**config.mk**
```make
export PLATFORM = sky130hd
export DESIGN_NAME = enemy_spawner
export DESIGN_NICKNAME = d
export VERILOG_FILES = /design/src/rtl/enemy_spawner.sv
export SDC_FILE = /design/constraint.sdc
export NUM_CORES = 1
export LEC_CHECK = 0
export BUFFER_PORTS_ARGS = -buffer_cell sky130_fd_sc_hd__buf_4
export CAP_MARGIN = 20
export CORE_ASPECT_RATIO = 0.9
export CORE_UTILIZATION = 55
export CTS_CLUSTER_SIZE = 20
export DETAILED_ROUTE_END_ITERATION = 16
export GPL_ROUTABILITY_DRIVEN = 1
export GPL_TIMING_DRIVEN = 1
export PLACE_DENSITY = 0.81
export SYNTH_ARGS = -nofsm -noshare
export SYNTH_HDL_FRONTEND = slang
export SYNTH_SLANG_ARGS = --single-unit
```
**constraint.sdc**
```tcl
create_clock -name clk_vga -period 2.65 [get_ports clk_vga]
set_input_delay 0.3975 -clock clk_vga [delete_from_list [all_inputs] [get_ports clk_vga]]
set_output_delay 0.3975 -clock clk_vga [all_outputs]
set_load 0.01 [all_outputs]
```
**src/rtl/enemy_spawner.sv**
```systemverilog
// -----------------------------------------------------------------------------
// enemy_spawner
//   Takes one word from the free-running rand stream every `interval` frames,
//   turns it into an on-screen X coordinate (0..X_RANGE-1) plus a 2-bit
//   enemy type, and offers the result to the enemy pool over valid/ready.
//   Sequence: IDLE -> WAIT -> CAPTURE -> REDUCE -> OFFER -> WAIT.
//
// Ports
//   clk_vga      in   pixel clock (single domain)
//   rst_n        in   asynchronous active-low reset
//   game_run     in   level; 0 aborts to IDLE from any state
//   frame_tick   in   one-cycle pulse per frame, counted only in WAIT
//   rand_i       in   RAND_W-bit random word, sampled in CAPTURE
//   spawn_ready  in   enemy pool can take a spawn
//   spawn_valid  out  spawn_x/spawn_type valid, held until accepted
//   spawn_x      out  X coordinate, < X_RANGE while spawn_valid=1
//   spawn_type   out  enemy type (top two bits of rand_i at capture)
//   spawn_cnt    out  accepted spawns since restart, saturating at 255
//
// Build option
//   ENEMY_SPAWN_DIFFICULTY_EN : every DIFF_STEP accepted spawns the frame
//   interval shrinks by one, down to INTERVAL_MIN. Undefined: fixed interval.
//   RAND_W is expected to match `RAND_WIDTH of the rand block.
// -----------------------------------------------------------------------------
module enemy_spawner #(
   parameter int RAND_W        = 16,
   parameter int X_W           = 10,
   parameter int X_RANGE       = 400,
   parameter int INTERVAL_INIT = 60,
   parameter int INTERVAL_MIN  = 15,
   parameter int DIFF_STEP     = 8
) (
   input  logic              clk_vga,
   input  logic              rst_n,
   input  logic              game_run,
   input  logic              frame_tick,
   input  logic [RAND_W-1:0] rand_i,
   input  logic              spawn_ready,
   output logic              spawn_valid,
   output logic [X_W-1:0]    spawn_x,
   output logic [1:0]        spawn_type,
   output logic [7:0]        spawn_cnt
);

   localparam int               ACC_W    = X_W + 2;
   localparam logic [ACC_W-1:0] RANGE    = ACC_W'(X_RANGE);
   localparam logic [7:0]       INT_INIT = 8'(INTERVAL_INIT);

   typedef enum logic [2:0] {
      S_IDLE,
      S_WAIT,
      S_CAPTURE,
      S_REDUCE,
      S_OFFER
   } state_t;

   state_t           state, state_n;
   logic [7:0]       frame_cnt, frame_cnt_n;
   logic [ACC_W-1:0] acc, acc_n;
   logic             valid_n;
   logic [X_W-1:0]   x_n;
   logic [1:0]       type_n;
   logic [7:0]       cnt_n;
   logic             accept;
   logic [7:0]       interval;

`ifdef ENEMY_SPAWN_DIFFICULTY_EN
   logic [7:0] interval_n;
   // Counts accepts modulo DIFF_STEP; spawn_cnt saturates so it cannot be used.
   logic [7:0] step_cnt, step_cnt_n;
   logic       unused_sink;
   assign unused_sink = ^rand_i;
`else
   logic       unused_sink;
   assign interval    = INT_INIT;
   assign unused_sink = ^{rand_i, 8'(INTERVAL_MIN), 8'(DIFF_STEP)};
`endif

   // valid is only ever high in OFFER, so this is the handshake transfer
   assign accept = spawn_valid & spawn_ready;

   always_comb begin
      state_n     = state;
      frame_cnt_n = frame_cnt;
      acc_n       = acc;
      valid_n     = spawn_valid;
      x_n         = spawn_x;
      type_n      = spawn_type;
      cnt_n       = spawn_cnt;
`ifdef ENEMY_SPAWN_DIFFICULTY_EN
      interval_n  = interval;
      step_cnt_n  = step_cnt;
`endif

      // A transfer counts even on the cycle game_run drops.
      if (accept) begin
         if (spawn_cnt != 8'hFF) cnt_n = spawn_cnt + 8'd1;
`ifdef ENEMY_SPAWN_DIFFICULTY_EN
         if (step_cnt == 8'(DIFF_STEP - 1)) begin
            step_cnt_n = '0;
            interval_n = (interval > 8'(INTERVAL_MIN)) ? interval - 8'd1 : 8'(INTERVAL_MIN);
         end else begin
            step_cnt_n = step_cnt + 8'd1;
         end
`endif
      end

      if (state != S_IDLE && !game_run) begin
         state_n     = S_IDLE;
         valid_n     = 1'b0;
         frame_cnt_n = '0;
      end else begin
         case (state)
            S_IDLE: begin
               if (game_run) begin
                  state_n     = S_WAIT;
                  frame_cnt_n = '0;
                  cnt_n       = '0;
`ifdef ENEMY_SPAWN_DIFFICULTY_EN
                  interval_n  = INT_INIT;
                  step_cnt_n  = '0;
`endif
               end
            end
            S_WAIT: begin
               if (frame_tick) begin
                  if (frame_cnt + 8'd1 == interval) begin
                     frame_cnt_n = '0;
                     state_n     = S_CAPTURE;
                  end else begin
                     frame_cnt_n = frame_cnt + 8'd1;
                  end
               end
            end
            S_CAPTURE: begin
               acc_n   = rand_i[ACC_W-1:0];
               type_n  = rand_i[RAND_W-1:RAND_W-2];
               state_n = S_REDUCE;
            end
            S_REDUCE: begin
               // Repeated subtraction: modulo without a divider.
               if (acc >= RANGE) begin
                  acc_n = acc - RANGE;
               end else begin
                  x_n     = acc[X_W-1:0];
                  valid_n = 1'b1;
                  state_n = S_OFFER;
               end
            end
            S_OFFER: begin
               if (accept) begin
                  valid_n = 1'b0;
                  state_n = S_WAIT;
               end
            end
            default: state_n = S_IDLE;
         endcase
      end
   end

   always_ff @(posedge clk_vga or negedge rst_n) begin
      if (!rst_n) begin
         state       <= S_IDLE;
         frame_cnt   <= '0;
         acc         <= '0;
         spawn_valid <= 1'b0;
         spawn_x     <= '0;
         spawn_type  <= '0;
         spawn_cnt   <= '0;
`ifdef ENEMY_SPAWN_DIFFICULTY_EN
         interval    <= INT_INIT;
         step_cnt    <= '0;
`endif
      end else begin
         state       <= state_n;
         frame_cnt   <= frame_cnt_n;
         acc         <= acc_n;
         spawn_valid <= valid_n;
         spawn_x     <= x_n;
         spawn_type  <= type_n;
         spawn_cnt   <= cnt_n;
`ifdef ENEMY_SPAWN_DIFFICULTY_EN
         interval    <= interval_n;
         step_cnt    <= step_cnt_n;
`endif
      end
   end

endmodule
```
### Word level (Yosys, flattened, before mapping)

Index checks and enable logic that the tools add are counted.

| storage, ports and cells | value |
|---|---|
| bits in latches | 0 |
| memories | 0 |
| bits in registers | 44 |
| RAM bits | 0 |
| bits in read-only memories | 0 |

| cells by class | value |
|---|---|
| shift-type cells | 0 |
| $mul | 0 |
| equal/unequal tests | 12 |
| muxes and demuxes | 23 |
| divide/modulo/power cells | 0 |
| magnitude comparators | 1 |
| reductions and logical operators | 13 |
| $add $sub $neg | 3 |
| bitwise gates (word level) | 3 |

Operators with widths:

| operator | count |
|---|---|
| two-way mux 8 bit | 9 |
| case mux 12 bit (2 select lines) | 1 |
| two-way mux 3 bit | 6 |
| adder 8 x 1 -> 8 bit (second input constant) | 2 |
| case mux 8 bit (2 select lines) | 1 |
| inequality test 3 bit (second input constant) | 5 |
| case mux 3 bit (5 select lines) | 1 |
| greater-or-equal comparator 12 x 9 -> 1 bit (second input constant) | 1 |
| two-way mux 12 bit | 1 |
| AND reduction 3 bit | 4 |
| subtractor 12 x 9 -> 12 bit (second input constant) | 1 |
| nonzero test 3 bit | 3 |
| equality test 8 x 6 -> 1 bit (second input constant) | 1 |
| inequality test 8 bit (second input constant) | 1 |
| equality test 3 x 2 -> 1 bit (second input constant) | 2 |
| AND reduction 5 bit | 1 |
| equality test 3 x 1 -> 1 bit (second input constant) | 1 |
| equality test 3 bit (second input constant) | 1 |
| zero test 3 bit | 1 |
| two-way mux 1 bit | 3 |
| inequality test 2 bit (second input constant) | 1 |
| NOT 1 bit | 2 |
| case mux 1 bit (2 select lines) | 1 |
| AND reduction 2 bit | 1 |
| other kinds (4) | 4 |

### Depth between registers and ports, before layout

| logic depth | value |
|---|---|
| depth after elaboration | 6 |
| mapped depth | 8 |
| depth with buffers taken out | 7 |

### Least setup slack after synthesis

OpenSTA, ideal clock, no wires.

| timing | value |
|---|---|
| path kind | register -> register |
| from | register acc[5] |
| to | register acc[7] |
| path buffers | 0 |
| slack | 511 ps |
| clock period less this slack | 2139 ps |
| arrival | 2019 ps |
| data required time | 2529 ps |
| library setup time | 121 ps |
| cell stages (with the launch flop) | 8 |
| path through | dfrtp_1 > inv_1 > ha_1 > or4b_1 > or3_4 > a41oi_4 > o41ai_1 > a22o_1 |

| on the way | value |
|---|---|
| longest elaborated chain between the ends | 3 |
| elaborated cells between the ends (all ways) | 6 |

Ends and longest elaborated chain:

| what | RTL line | text |
|---|---|---|
| start: declaration | 59 | `logic [ACC_W-1:0] acc, acc_n;` |
| start signal: assignment | 177 | `acc <= acc_n;` |
| subtractor 12 x 9 -> 12 bit / greater-or-equal comparator 12 x 9 -> 1 bit (equally long branches) | 143, 142 |  |
| two-way mux 12 bit / inequality test 2 bit (equally long branches) | - |  |
| case mux 12 bit (2 select lines) / AND reduction 3 bit (equally long branches) | - |  |

Parallel ways exist; a longest one is shown, timed or not. The select of a mux whose other input is x is not followed.
A chain may end at the register's enable or synchronous reset.

### Worst setup path after layout

Same ends and word-level chain as after synthesis.

==> results.py <==
metrics = {
    "outcome": {
        "result_of_the_run": "completed",
    },
    "detailed_routing": {
        "drt_wl_total_um": 4256,
        "detail_route.iter0.violations": 69,
        "drt_drc_violations_left": 0,
        "route.antenna.remaining_nets": 0,
        "via_count": 1730,
        "wire_per_inst_um": 14.05,
        "drt_first_pass_iters": 4,
        "route.detailed.vias_per_inst": 5.710,
    },
    "sta": {
        "hold_viol": 0,
        "fin_crit_ns": 2.470,
        "max_clock_skew_ns": 0.006962,
        "worst-slew-pin-transition_ns": 0.8806,
        "slew_headroom": 0.4084,
        "max_freq_mhz": 404.8,
        "setup_repair_after_global_routing_missed_its_margin": "false",
        "fin_setup_tns_ns": 0,
        "setup_failing_eps_final": 0,
        "maxSlewViolCount": 0,
        "hold_ws_ns": 0.08258,
        "fin_crit_sh": 0.9322,
    },
    "logic_synthesis": {
        "ys_types": 52,
        "synth_top_cells_by_area": "dfrtp_1, mux2_2, nand2_1, nor2_1, ha_1",
        "simple_logic_cell_fraction_of_the_synthesized_area": 0.1786,
        "netlist_area_mm2": 0.002248,
        "mux_share_of_post_synthesis_cell_area": 0.07958,
        "yosysWarningCount": 0,
        "synth_top_area_share": 0.4897,
        "synth.net_count": 241,
        "synth_seq_area_share": 0.4897,
        "synth_compound_area_frac": 0.1753,
        "share_of_synthesized_flip_flops_with_an_asynchronous_set_or_reset": 1.000,
        "synth_seq_cells": 44,
        "synth-adder-area-share": 0.02782,
        "synth_top_family_by_area": "simple AND/OR/NAND/NOR gates",
        "synth_enable_flop_cells": 0,
        "yosys_most_used_dff": "dfrtp_1",
        "postSynthCellCount": 215,
        "syn_area_per_cell_um2": 10.46,
        "library_cell_occupying_the_most_area_in_the_post_synthesis_netlist": "dfrtp_1",
        "share_of_the_synthesized_netlist_area_taken_by_xor_and_xnor_gates": 0.02337,
    },
    "global_route": {
        "total_global_routing_overflow": 0,
        "grt_antenna_before_repair": 0,
        "first_pass_grt_wire_length_um": 7417,
        "grtUsageMet3": 0.05323,
        "pin_count_of_the_biggest_net_entering_global_routing": 45,
        "grt_most_used_layer": "met2",
        "grt_util_met2": 0.3762,
        "grt_util_all_layers": 0.2162,
        "grt_pass1_vias": 1678,
        "use_met1": 0.2604,
    },
    "power_and_ir_drop": {
        "static-leakage-power_nw": 1.297,
        "ir_drop_uv": 440.7,
        "power-per-cell-area_mw_per_mm2": 475.7,
        "total_switching_power_mw": 0.2855,
        "fin_total_pwr_mw": 1.280,
        "comb_power_share": 0.059,
        "power.share.clock": 0.404,
        "intPower_mw": 0.9946,
        "share_seq_of_total_power": 0.537,
        "sw_frac_of_total": 0.2231,
    },
    "die": {
        "floorplan.core_area_mm2": 0.003810,
        "die_h_um": 62.66,
        "core.rowCount": 21,
        "design.die.area_mm2": 0.004348,
        "initial_utilization": 0.5901,
        "fp.dieW_um": 69.40,
        "ios": 42,
    },
    "clocking": {
        "cts_buffer_depth": 2,
        "post-cts-setup-buffers": 0,
        "clock_tree_root_buffer_cell": "clkbuf_8",
        "tritoncts_clock_tree": "built",
        "tritoncts_num_sinks": 44,
        "post_cts_resize_count": 0,
        "clk_transition_reported_paths_ns": 0.09,
        "cts_inserted_buffers": 5,
        "h-tree-depth": 2,
        "hold_buffers": 0,
        "clk-insertion-delay-late_ns": 0.30,
    },
    "worst_setup_path": {
        "worst-setup-path-type": "flop to flop",
        "r2r_cells": 7,
        "cp-start-kind": "flop",
        "worstSetupEndpointType": "flop",
        "worstPathArrival_ns": 2.67,
        "critPathMaxFanout": 14,
        "required_ns": 2.85,
    },
    "finish": {
        "finalNetCount": 282,
        "finalInstanceArea_mm2": 0.002691,
        "fraction_of_final_layout_cells_sized_beyond_drive_strength_1": 0.2685,
        "flow.area_growth_from_synthesis_pct": 19.70,
        "highest_count_cells_in_the_layout_ignoring_fill_and_taps": "dfrtp_1, buf_4, nand2_1",
        "num_antenna_cells": 0,
        "commonest_non_fill_non_tap_cell_in_the_layout": "dfrtp_1",
    },
    "placed_design": {
        "placement.io_buffers": 39,
        "dp_hpwl_um": 3046,
        "final_weighted_congestion_in_routability_driven_placement": 0.8411,
        "placed_area_mm2": 0.002575,
    },
    "hold_path": {
        "hold_path_class": "input port to async pin",
    },
    "run": {
        "max-cap-violations": 0,
    },
}
critical path: stages, from the launching register on:
cell,delay (ns)
dfrtp_1,0.43
inv_1,0.11
ha_1,0.15
or4b_1,0.45
or3_4,0.37
a41oi_4,0.45
o41ai_1,0.15
a22o_1,0.25
sequential cells by signal (all words and copies together), names as in the netlist:
name / cells
acc: 12
frame_cnt: 8
spawn_cnt: 8
spawn_type: 2
spawn_valid: 1
spawn_x: 10
state: 3
final timing paths:
kind | slack, ns | endpoint | from
setup / recovery | 0.18 | acc[7] | acc[5]
min in group clk_vga | 0.33 | acc[3] | rand_i[3]
hold / removal | 0.08 | acc[10] | rst_n
max in group asynchronous | 2.21 | acc[8] | rst_n
hold reg to reg | 0.52 | spawn_type[1] | spawn_type[1]
setup reg to reg | 0.18 | acc[7] | acc[5]
area by class of cell:
cell class | instances | area [um^2]
timing repair buffer | 41 | 307.8
sequential | 44 | 1101
clock inverter | 3 | 47.55
fill | 287 | 1119
tap | 46 | 57.56
multi-input combinational | 159 | 1090
clock buffer | 5 | 68.82
inverter | 5 | 18.77
power by group through the flow:
stage               Clock, mW  Sequential (mW)  Combinational, mW
floorplan                   0            0.693             0.0421
finish                  0.517            0.687             0.0762
global placement            0            0.700             0.0763
detailed placement          0            0.700             0.0774
global route            0.553            0.688             0.0880
CTS                     0.529            0.687             0.0781
stage by stage:
stage	util	std cells	setup slack (ns)
detailed placement	0.6759	295	0.2223
global route	0.7064	303	0.02871
floorplan	-	215	0.5105
finish	0.7064	303	0.1797
global placement	0.6759	295	0.2645
CTS	0.7064	303	0.1652
kinds of logic (layout without fill, tap and decap cells):
kind of cell,after synthesis,after routing
muxes,16,16
buffers and inverters,12,54
and+or+nand+nor,81,81
adders and majority gates,5,5
AOI/OAI and AO/OA,51,51
DFF,44,44
xor gates and xnor gates,6,6
synthesized netlist by cell type, types with 3 or more instances:
library cell / n
inv_1: 5
a22o_1: 5
a21oi_1: 12
dfrtp_1: 44
mux2_2: 15
ha_1: 5
clkbuf_1: 4
xnor2_1: 4
nand2_1: 20
nand3_1: 11
a21o_1: 3
nor2b_1: 5
nor2_1: 18
o21ai_0: 7
and3_1: 3
nand2b_1: 4
nor3_1: 10
layer usage:
| layer | vias to the layer above | wire [um] |
|---|---|---|
| met5 | - | 0 |
| met4 | 0 | 61 |
| met3 | 7 | 138 |
| met2 | 26 | 2060 |
| met1 | 833 | 1996 |
| li1 | 864 | - |
Power figures use the tool's default switching activity.
